File: config.mk
export PLATFORM = sky130hd
export DESIGN_NAME = syscall_unit
export DESIGN_NICKNAME = d
export VERILOG_FILES = /design/src/rtl/syscall_unit.sv
export SDC_FILE = /design/constraint.sdc
export NUM_CORES = 1
export LEC_CHECK = 0
export ABC_AREA = 1
export CAP_MARGIN = 10
export CORE_MARGIN = 2
export CORE_UTILIZATION = 45
export DETAILED_ROUTE_END_ITERATION = 16
export PLACE_DENSITY = 0.65
export SYNTH_ARGS = -nofsm -noshare
export SYNTH_HDL_FRONTEND = slang
export SYNTH_SLANG_ARGS = --single-unit
File: constraint.sdc
create_clock -name clk -period 4.6 [get_ports clk]
set_input_delay 1.15 -clock clk [delete_from_list [all_inputs] [get_ports clk]]
set_output_delay 1.15 -clock clk [all_outputs]
set_load 0.05 [all_outputs]
File: src/rtl/syscall_unit.sv
// Console/exit syscall engine: prints signed integers, characters and NUL-terminated
// strings over a ready/valid console port, stalling the pipeline while it works.
module syscall_unit #(
    parameter int MAX_STR_LEN = 256
) (
    input  logic        clk,
    input  logic        reset,
    input  logic        syscall_valid,
    input  logic [31:0] v0,
    input  logic [31:0] a0,
    output logic        mem_rd_en,
    output logic [31:0] mem_addr,
    input  logic [7:0]  mem_rdata,
    output logic        out_valid,
    output logic [7:0]  out_data,
    input  logic        out_ready,
    output logic        busy,
    output logic        halt,
    output logic        err_code
);

    localparam int CW = $clog2(MAX_STR_LEN + 1);

    typedef enum logic [2:0] {
        IDLE      = 3'd0,
        INT_SIGN  = 3'd1,
        INT_DIGIT = 3'd2,
        CHAR_EMIT = 3'd3,
        STR_REQ   = 3'd4,
        STR_WAIT  = 3'd5,
        HALTED    = 3'd6
    } state_t;

    state_t        state_r, state_nxt;
    logic          out_valid_r, out_valid_nxt;
    logic [7:0]    out_data_r, out_data_nxt;
    logic [31:0]   mag_r, mag_nxt;
    logic [3:0]    idx_r, idx_nxt;
    logic [3:0]    digit_r, digit_nxt;
    logic          started_r, started_nxt;
    logic          last_r, last_nxt;
    logic [31:0]   addr_r, addr_nxt;
    logic [CW-1:0] cnt_r, cnt_nxt;
    logic          rd_pend_r, rd_pend_nxt;
    logic          err_r, err_nxt;
    logic          xfer_s;
    logic          supported_s;
    logic [31:0]   pow_s;

    function automatic logic [31:0] pow10(input logic [3:0] idx);
        case (idx)
            4'd0:    pow10 = 32'd1;
            4'd1:    pow10 = 32'd10;
            4'd2:    pow10 = 32'd100;
            4'd3:    pow10 = 32'd1000;
            4'd4:    pow10 = 32'd10000;
            4'd5:    pow10 = 32'd100000;
            4'd6:    pow10 = 32'd1000000;
            4'd7:    pow10 = 32'd10000000;
            4'd8:    pow10 = 32'd100000000;
            4'd9:    pow10 = 32'd1000000000;
            default: pow10 = 32'd1;
        endcase
    endfunction

    assign xfer_s      = out_valid_r & out_ready;
    assign pow_s       = pow10(idx_r);
    assign supported_s = (v0 == 32'd1) || (v0 == 32'd4) || (v0 == 32'd11);

    assign busy      = ((state_r != IDLE) && (state_r != HALTED)) ||
                       (syscall_valid && (state_r == IDLE) && supported_s);
    assign halt      = (state_r == HALTED);
    assign mem_rd_en = (state_r == STR_REQ);
    assign mem_addr  = mem_rd_en ? addr_r : 32'd0;
    assign out_valid = out_valid_r;
    assign out_data  = out_data_r;
    assign err_code  = err_r;

    // Next-state and datapath update; a pending character drops only when transferred.
    always_comb begin
        state_nxt     = state_r;
        out_valid_nxt = out_valid_r & ~out_ready;
        out_data_nxt  = out_data_r;
        mag_nxt       = mag_r;
        idx_nxt       = idx_r;
        digit_nxt     = digit_r;
        started_nxt   = started_r;
        last_nxt      = last_r;
        addr_nxt      = addr_r;
        cnt_nxt       = cnt_r;
        rd_pend_nxt   = rd_pend_r;
        err_nxt       = 1'b0;
        case (state_r)
            IDLE: begin
                if (syscall_valid) begin
                    case (v0)
                        32'd1: begin
                            state_nxt     = INT_SIGN;
                            mag_nxt       = a0[31] ? (~a0 + 32'd1) : a0;
                            out_valid_nxt = a0[31];
                            out_data_nxt  = 8'h2D;
                            idx_nxt       = 4'd9;
                            digit_nxt     = 4'd0;
                            started_nxt   = 1'b0;
                            last_nxt      = 1'b0;
                        end
                        32'd4: begin
                            state_nxt = STR_REQ;
                            addr_nxt  = a0;
                            cnt_nxt   = '0;
                        end
                        32'd11: begin
                            state_nxt     = CHAR_EMIT;
                            out_valid_nxt = 1'b1;
                            out_data_nxt  = a0[7:0];
                        end
                        32'd10:  state_nxt = HALTED;
                        default: err_nxt   = 1'b1;
                    endcase
                end else begin
                    state_nxt = IDLE;
                end
            end
            INT_SIGN: begin
                if (!out_valid_r || xfer_s) begin
                    state_nxt = INT_DIGIT;
                end else begin
                    state_nxt = INT_SIGN;
                end
            end
            INT_DIGIT: begin
                if (out_valid_r) begin
                    if (xfer_s && last_r) begin
                        state_nxt = IDLE;
                    end else begin
                        state_nxt = INT_DIGIT;
                    end
                end else if (mag_r >= pow_s) begin
                    mag_nxt   = mag_r - pow_s;
                    digit_nxt = digit_r + 4'd1;
                end else begin
                    // Digit complete; the units digit is always printed so zero yields "0".
                    if ((digit_r != 4'd0) || started_r || (idx_r == 4'd0)) begin
                        out_valid_nxt = 1'b1;
                        out_data_nxt  = 8'h30 + {4'h0, digit_r};
                        started_nxt   = 1'b1;
                    end else begin
                        started_nxt = started_r;
                    end
                    digit_nxt = 4'd0;
                    if (idx_r == 4'd0) begin
                        last_nxt = 1'b1;
                    end else begin
                        idx_nxt = idx_r - 4'd1;
                    end
                end
            end
            CHAR_EMIT: begin
                if (xfer_s) begin
                    state_nxt = IDLE;
                end else begin
                    state_nxt = CHAR_EMIT;
                end
            end
            STR_REQ: begin
                state_nxt   = STR_WAIT;
                rd_pend_nxt = 1'b1;
            end
            STR_WAIT: begin
                if (rd_pend_r) begin
                    rd_pend_nxt = 1'b0;
                    if (mem_rdata == 8'h00) begin
                        state_nxt = IDLE;
                    end else begin
                        out_valid_nxt = 1'b1;
                        out_data_nxt  = mem_rdata;
                        cnt_nxt       = cnt_r + {{(CW-1){1'b0}}, 1'b1};
                        addr_nxt      = addr_r + 32'd1;
                    end
                end else if (xfer_s) begin
                    if (cnt_r == CW'(MAX_STR_LEN)) begin
                        state_nxt = IDLE;
                    end else begin
                        state_nxt = STR_REQ;
                    end
                end else begin
                    state_nxt = STR_WAIT;
                end
            end
            HALTED:  state_nxt = HALTED;
            default: state_nxt = IDLE;
        endcase
    end

    // State and datapath registers with synchronous reset.
    always_ff @(posedge clk) begin
        if (reset) begin
            state_r     <= IDLE;
            out_valid_r <= 1'b0;
            out_data_r  <= 8'h00;
            mag_r       <= 32'd0;
            idx_r       <= 4'd0;
            digit_r     <= 4'd0;
            started_r   <= 1'b0;
            last_r      <= 1'b0;
            addr_r      <= 32'd0;
            cnt_r       <= '0;
            rd_pend_r   <= 1'b0;
            err_r       <= 1'b0;
        end else begin
            state_r     <= state_nxt;
            out_valid_r <= out_valid_nxt;
            out_data_r  <= out_data_nxt;
            mag_r       <= mag_nxt;
            idx_r       <= idx_nxt;
            digit_r     <= digit_nxt;
            started_r   <= started_nxt;
            last_r      <= last_nxt;
            addr_r      <= addr_nxt;
            cnt_r       <= cnt_nxt;
            rd_pend_r   <= rd_pend_nxt;
            err_r       <= err_nxt;
        end
    end

endmodule

==> results of run 1 <==
==> worst max path at each step <==
stage                     startpoint            to  slack [ns]  cells past startpoint
final                         v0[23]          busy        0.44                     11
after global routing          v0[21]          busy        0.21                     11
after CTS                     v0[23]          busy        0.46                     11
after detailed placement      v0[23]          busy        0.48                     11
after global placement        v0[23]          busy        0.49                     11
after floorplan           state_r[1]  mem_addr[10]        0.51                      4
==> power by group through the flow <==
stage                     Clock, mW  Sequential, mW  Combinational, mW
after global placement            0            1.21               2.09
after detailed placement          0            1.21               2.10
after floorplan                   0            1.24               1.51
after CTS                      1.64            1.19               2.11
after global routing           1.69            1.20               2.39
final                          1.63            1.20               2.13
==> worst max-delay path, cell delays in order <==
cell and delay (ns):
clkdlybuf4s50_1 0.40, nor2_1 0.10, nand2_1 0.06, nor2_1 0.14, nand2_1 0.07, nor2_1 0.17
inv_1 0.12, nor3_1 0.28, nor3_1 0.12, o22ai_1 0.23, buf_12 0.18
==> layout make-up <==
type / count / share of cell area
clock inverters: 12 / 0.0210
well taps: 275 / 0.0296
clock buffers: 20 / 0.0393
multi-input cells: 1190 / 0.530
repair buffers: 132 / 0.112
flip-flops and latches: 120 / 0.207
inverters: 189 / 0.0611
==> stage by stage <==
stage	hold WS, ns	total power, mW
floorplan	0.438	2.75
global placement	0.452	3.30
detailed placement	0.461	3.31
CTS	0.469	4.94
global route	0.487	5.28
finish	0.471	4.96
==> state kept, by name, indices dropped and copies added (netlist names) <==
signal	flops
cnt_r	9
rd_pend_r	1
pow_s	23
err_code	1
started_r	1
out_valid	1
addr_r	32
state_r	3
mag_r	32
idx_r	4
out_data	8
digit_r	4
last_r	1
==> cells in the mapped netlist, types with 3 or more instances <==
library cell	number
nand2_1	341
nor2_1	221
inv_1	175
a21oi_1	128
o21ai_0	125
dfxtp_1	120
nand3_1	80
nor3_1	48
ha_1	43
xor2_1	37
clkbuf_1	34
nand4_1	21
o21ai_1	17
inv_2	12
a211oi_1	11
a31oi_1	11
nor4_1	10
o21bai_1	10
buf_2	8
nand2_2	8
nand3_2	7
nor2_4	7
o211ai_1	6
nand2_4	5
xnor2_1	5
buf_1	4
nor2_2	4
or2_2	4
a21oi_2	3
a221oi_1	3
nand3b_1	3
o21a_1	3
o32ai_1	3
or2_1	3
==> cell families after synthesis <==
kind of cell               after synthesis  synth area share
buffers and inverters                  239            0.0980
adders and majority gates               44            0.0588
AOI/OAI and AO/OA                      336             0.196
DFF                                    120             0.253
xor gates and xnor gates                42            0.0388
and+or+nand+nor                        768             0.355
==> per-layer routing <==
layer	up-vias	routed length, um	track usage
met3	50	1870	0.0385
li1	5313	-	-
met2	317	14300	0.456
met4	0	877	0.109
met1	4764	14700	0.388
met5	-	0	0
==> impl_metrics.env, run 1 <==
export IMPL_die_h_um=149
export IMPL_totalWireLength_um=31700
export IMPL_min_path_cells=2
export IMPL_start_util=0.456
export IMPL_numCtsBuffers=17
export IMPL_cts_tree="done"
export IMPL_finalHoldViolCount=0
export IMPL_required_ns=3.45
export IMPL_finalCriticalPeriod_ns=4.16
export IMPL_drc=0
export IMPL_yosysTopAreaCell="dfxtp_1"
export IMPL_post_route_period_util=0.905
export IMPL_viasPerCell=5.39
export IMPL_status="complete, no violations"
export IMPL_vias=10444
export IMPL_die_w_um=149
export IMPL_drive_above_1_share=0.0625
export IMPL_max_slew_margin=0.442
export IMPL_register_area_sq_mm=0.00240
export IMPL_min_from="addr_r[16]"
export IMPL_syn_area_sq_mm=0.00949
export IMPL_grt_pass1_wl_um=50000
export IMPL_antenna_found_initial=0
export IMPL_core_area_sq_mm=0.0208
export IMPL_routedWlPerCell_um=16.4
export IMPL_mostFrequentLayoutCells="341 x nand2_1, 221 x nor2_1, 175 x inv_1"
export IMPL_io_pins=121
export IMPL_async_flop_share=0
export IMPL_fin_tns_setup_ns=0
export IMPL_postPlaceCellArea_sq_mm=0.0109
export IMPL_vdd_drop_max_uv=319
export IMPL_synth_area_leaders="dfxtp_1 25%, nand2_1 13%, nor2_1 8.7%, inv_1 6.9%, a21oi_1 6.8%"
export IMPL_p_seq_frac=0.241
export IMPL_arrival_ns=3.01
export IMPL_drtIter0Drc=645
export IMPL_regToRegEndpoint="out_data[6]"
export IMPL_insertion_delay_ns=0.43
export IMPL_tightestPinTransition_ns=0.834
export IMPL_end_kind="primary output"
export IMPL_rrSetupSlack_ns=1.44
export IMPL_timing_rr_start="pow_s[28]"
export IMPL_gp_congestion=0.943
export IMPL_drv_slew=0
export IMPL_cts_hold_buf=0
export IMPL_fillers=2160
export IMPL_timing_worst_setup_path_type="input pin to primary output"
export IMPL_power_density_mw_per_mm2=427
export IMPL_die_area_sq_mm=0.0223
export IMPL_critPathLaunchType="input pin"
export IMPL_grt_util_all_layers=0.284
export IMPL_p_sw_frac=0.403
export IMPL_area_growth_pct=22.4
export IMPL_antenna_left=0
export IMPL_clockPowerShare=0.328
export IMPL_setup_viol=0
export IMPL_overflow=0
export IMPL_ff2ff_path_depth=14
export IMPL_final_core_util=0.557
export IMPL_dp_cells=1906
export IMPL_syn_nets=1669
export IMPL_synth_edff_count=0
export IMPL_max_freq_mhz=240
export IMPL_max_cap_violations=0
export IMPL_yosys_area_top_type_share=0.253
export IMPL_nets=1770
export IMPL_synth_flop_cell="dfxtp_1"
export IMPL_grt_pass1_vias=9729
export IMPL_layout_setup_ws_ns=0.436
export IMPL_hold_path_class="flip-flop to flip-flop"
export IMPL_cp_max_fo=3
export IMPL_hold_path_end="addr_r[16]"
export IMPL_layout_cells_most_common="nand2_1"
export IMPL_cts_buffer_depth=2
export IMPL_synth_seq_area_share=0.253
export IMPL_dp_hpwl_um=24300
export IMPL_grt_max_degree=52
export IMPL_p_switching_mw=2.00
export IMPL_first_pass_iters=8
export IMPL_ctsResizeCount=0
export IMPL_synth_avg_cell_area_sq_um=6.12
export IMPL_htree_levels=4
export IMPL_p_int_mw=2.96
export IMPL_clock_skew_ns=0.0107
export IMPL_rsz0062_at_grt="no"
export IMPL_comb_power_share=0.430
export IMPL_syn_inst=1549
export IMPL_p_leak_nw=4.81
export IMPL_multiInputGateArea_sq_mm=0.00615
export IMPL_num_rows=53
export IMPL_ys_types=53
export IMPL_diodes=0
export IMPL_root_buffer="clkbuf_16"
export IMPL_clk_pin_slew_ns=0.06
export IMPL_clkSinkCount=120
export IMPL_cts_setup_buffers=0
export IMPL_finalNonFillerCells=1938
export IMPL_portBuffers=120
export IMPL_dp_worst_setup_slack_ns=0.479
export IMPL_design_area_sq_mm=0.0116
export IMPL_ys_ff_latch=120
export IMPL_yosysWarnings=0
Note: power is estimated with default switching activity, not from simulation.
==> run 2, diff against run 1 <==
--- a/config.mk
+++ b/config.mk
@@ -10,7 +10,7 @@
 export CORE_MARGIN = 2
 export CORE_UTILIZATION = 45
 export DETAILED_ROUTE_END_ITERATION = 16
-export PLACE_DENSITY = 0.65
+export PLACE_DENSITY = 0.68
 export SYNTH_ARGS = -nofsm -noshare
 export SYNTH_HDL_FRONTEND = slang
 export SYNTH_SLANG_ARGS = --single-unit
==> constraint.sdc (replaced) <==
create_clock -name clk -period 3.55 [get_ports clk]
set_input_delay 0.8875 -clock clk [delete_from_list [all_inputs] [get_ports clk]]
set_output_delay 0.8875 -clock clk [all_outputs]
set_load 0.05 [all_outputs]
==> impl_metrics.env, run 2 (synthesized netlist as in run 1, its figures left out) <==
export IMPL_drc=0
export IMPL_max_freq_mhz=289
export IMPL_grt_util_all_layers=0.289
export IMPL_layout_setup_ws_ns=0.0944
export IMPL_power_density_mw_per_mm2=520
export IMPL_register_area_sq_mm=0.00240
export IMPL_core_area_sq_mm=0.0208
export IMPL_antenna_left=0
export IMPL_num_rows=53
export IMPL_finalNonFillerCells=1956
export IMPL_drive_above_1_share=0.0964
export IMPL_min_from="addr_r[16]"
export IMPL_clk_pin_slew_ns=0.06
export IMPL_drtIter0Drc=788
export IMPL_portBuffers=120
export IMPL_timing_worst_setup_path_type="input pin to primary output"
export IMPL_fillers=2151
export IMPL_critPathLaunch="v0[23]"
export IMPL_diodes=0
export IMPL_cpLargestDelayFamily="simple AND/OR/NAND/NOR gates"
export IMPL_cts_tree="done"
export IMPL_first_pass_iters=5
export IMPL_htree_levels=4
export IMPL_antenna_found_initial=0
export IMPL_design_area_sq_mm=0.0116
export IMPL_grt_pass1_vias=9856
export IMPL_total_power_mw=6.03
export IMPL_viasPerCell=5.37
export IMPL_cp_max_fo=3
export IMPL_finalCriticalPeriod_ns=3.46
export IMPL_max_cap_violations=0
export IMPL_tightestPinTransition_ns=0.634
export IMPL_end_kind="primary output"
export IMPL_die_w_um=149
export IMPL_finalHoldViolCount=0
export IMPL_cp_depth=11
export IMPL_dp_worst_setup_slack_ns=0.00453
export IMPL_postPlaceCellArea_sq_mm=0.0110
export IMPL_topRoutingLayerUsed="met4"
export IMPL_insertion_delay_ns=0.44
export IMPL_wl_met1_um=14400
export IMPL_die_h_um=149
export IMPL_nets=1788
export IMPL_gp_congestion=0.959
export IMPL_met3WireLength_um=1900
export IMPL_final_core_util=0.556
export IMPL_numCtsBuffers=17
export IMPL_vias=10508
export IMPL_io_pins=121
export IMPL_totalWireLength_um=31800
export IMPL_dp_cells=1923
export IMPL_min_path_cells=2
export IMPL_routedWlPerCell_um=16.3
export IMPL_start_util=0.456
export IMPL_setup_viol=0
export IMPL_area_growth_pct=22.1
export IMPL_drv_slew=0
export IMPL_path_cells="clkdlybuf4s50_1, nor2_1, nand2_1, nor2_1, nand2_1, nor2_4, inv_2, nor4_4, nor3_1, o22ai_2, buf_12"
export IMPL_p_leak_nw=4.91
export IMPL_overflow=0
export IMPL_max_slew_margin=0.576
export IMPL_mostFrequentLayoutCells="341 x nand2_1, 218 x nor2_1, 174 x inv_1"
export IMPL_crit_buf_inv=3
export IMPL_root_buffer="clkbuf_16"
export IMPL_grt_max_degree=52
export IMPL_clkSinkCount=120
export IMPL_ff2ff_path_depth=22
export IMPL_cp_slowest_stage_delay_ns=0.40
export IMPL_hold_path_class="flip-flop to flip-flop"
export IMPL_clock_skew_ns=0.0131
export IMPL_cts_buffer_depth=2
export IMPL_die_area_sq_mm=0.0223
export IMPL_timing_rr_start="mag_r[0]"
export IMPL_grt_pass1_wl_um=50800
export IMPL_cts_hold_buf=0
export IMPL_arrival_ns=2.57
export IMPL_required_ns=2.66
export IMPL_slowest_stage="clkdlybuf4s50_1"
export IMPL_post_route_period_util=0.973
export IMPL_dp_hpwl_um=24800
export IMPL_critPathLaunchType="input pin"
export IMPL_status="complete, no violations"
export IMPL_route_met2_wl_um=14800
export IMPL_vdd_drop_max_uv=305
export IMPL_layout_cells_most_common="nand2_1"
export IMPL_multiInputGateArea_sq_mm=0.00619
-- run 2: changes by cell type in the layout (fill, tap and decap cells not counted), moves of 3 or more --
cell | previous run | this run
clkinv_4 | 0 | 3
buf_4 | 12 | 61
nor2_1 | 221 | 218
bufinv_16 | 7 | 1
clkinvlp_4 | 2 | 5
clkdlybuf4s50_1 | 118 | 86
-- run 2: report_power, final --
group	internal, mW	switching (mW)	total (mW)
registers	1.47	0.0758	1.55
clock network	1.00	0.712	1.71
logic	0.942	1.82	2.77
-- run 2: path summary, 6_finish.rpt --
path | end | slack, ns
worst min register to register | addr_r[16] | 0.46
worst max-delay path | busy | 0.09
worst max register to register | pow_s[9] | 0.44
worst min-delay path | addr_r[16] | 0.46
-- run 2: repair_timing --
action / CTS / global route
resized for setup: 1 / 7
buffers inserted: 0 / 1
pin swaps: 1 / 2
endpoints found under the setup margin: 1 / 1
-- run 2: worst register-to-register path: stages (launching register included) --
cell,delay [ns]
dfxtp_1,0.33
inv_1,0.05
ha_1,0.25
fa_1,0.42
inv_1,0.08
nand3_1,0.06
nand2_1,0.16
nand2_1,0.08
nand2_1,0.11
nand2_1,0.09
nand3_1,0.10
nand2_1,0.10
nand2_4,0.12
nand2_4,0.10
nand2_4,0.09
nand2_1,0.08
nand3_2,0.15
inv_1,0.11
ha_1,0.23
inv_1,0.06
nand2_1,0.07
nand2_1,0.10
nand2_1,0.06
-- run 2: metrics by stage --
stage	setup TNS, ns	hold slack (ns)
after floorplan	0	0.438
after global placement	0	0.451
after detailed placement	0	0.455
after CTS	0	0.464
after global routing	-0.0256	0.474
final	0	0.464
-- run 2: routing by layer --
metal	GRT usage	vias to the layer above
met5	0	-
li1	-	5347
met4	0.104	0
met3	0.0413	49
met1	0.385	4791
met2	0.478	321
-- run 2: area by class of cell --
type | count | share of cell area
clock buffer | 19 | 0.0391
timing repair buffer | 150 | 0.118
multi-input combinational | 1190 | 0.534
inverter | 189 | 0.0612
clock inverter | 13 | 0.0105
tap | 275 | 0.0297
sequential | 120 | 0.207
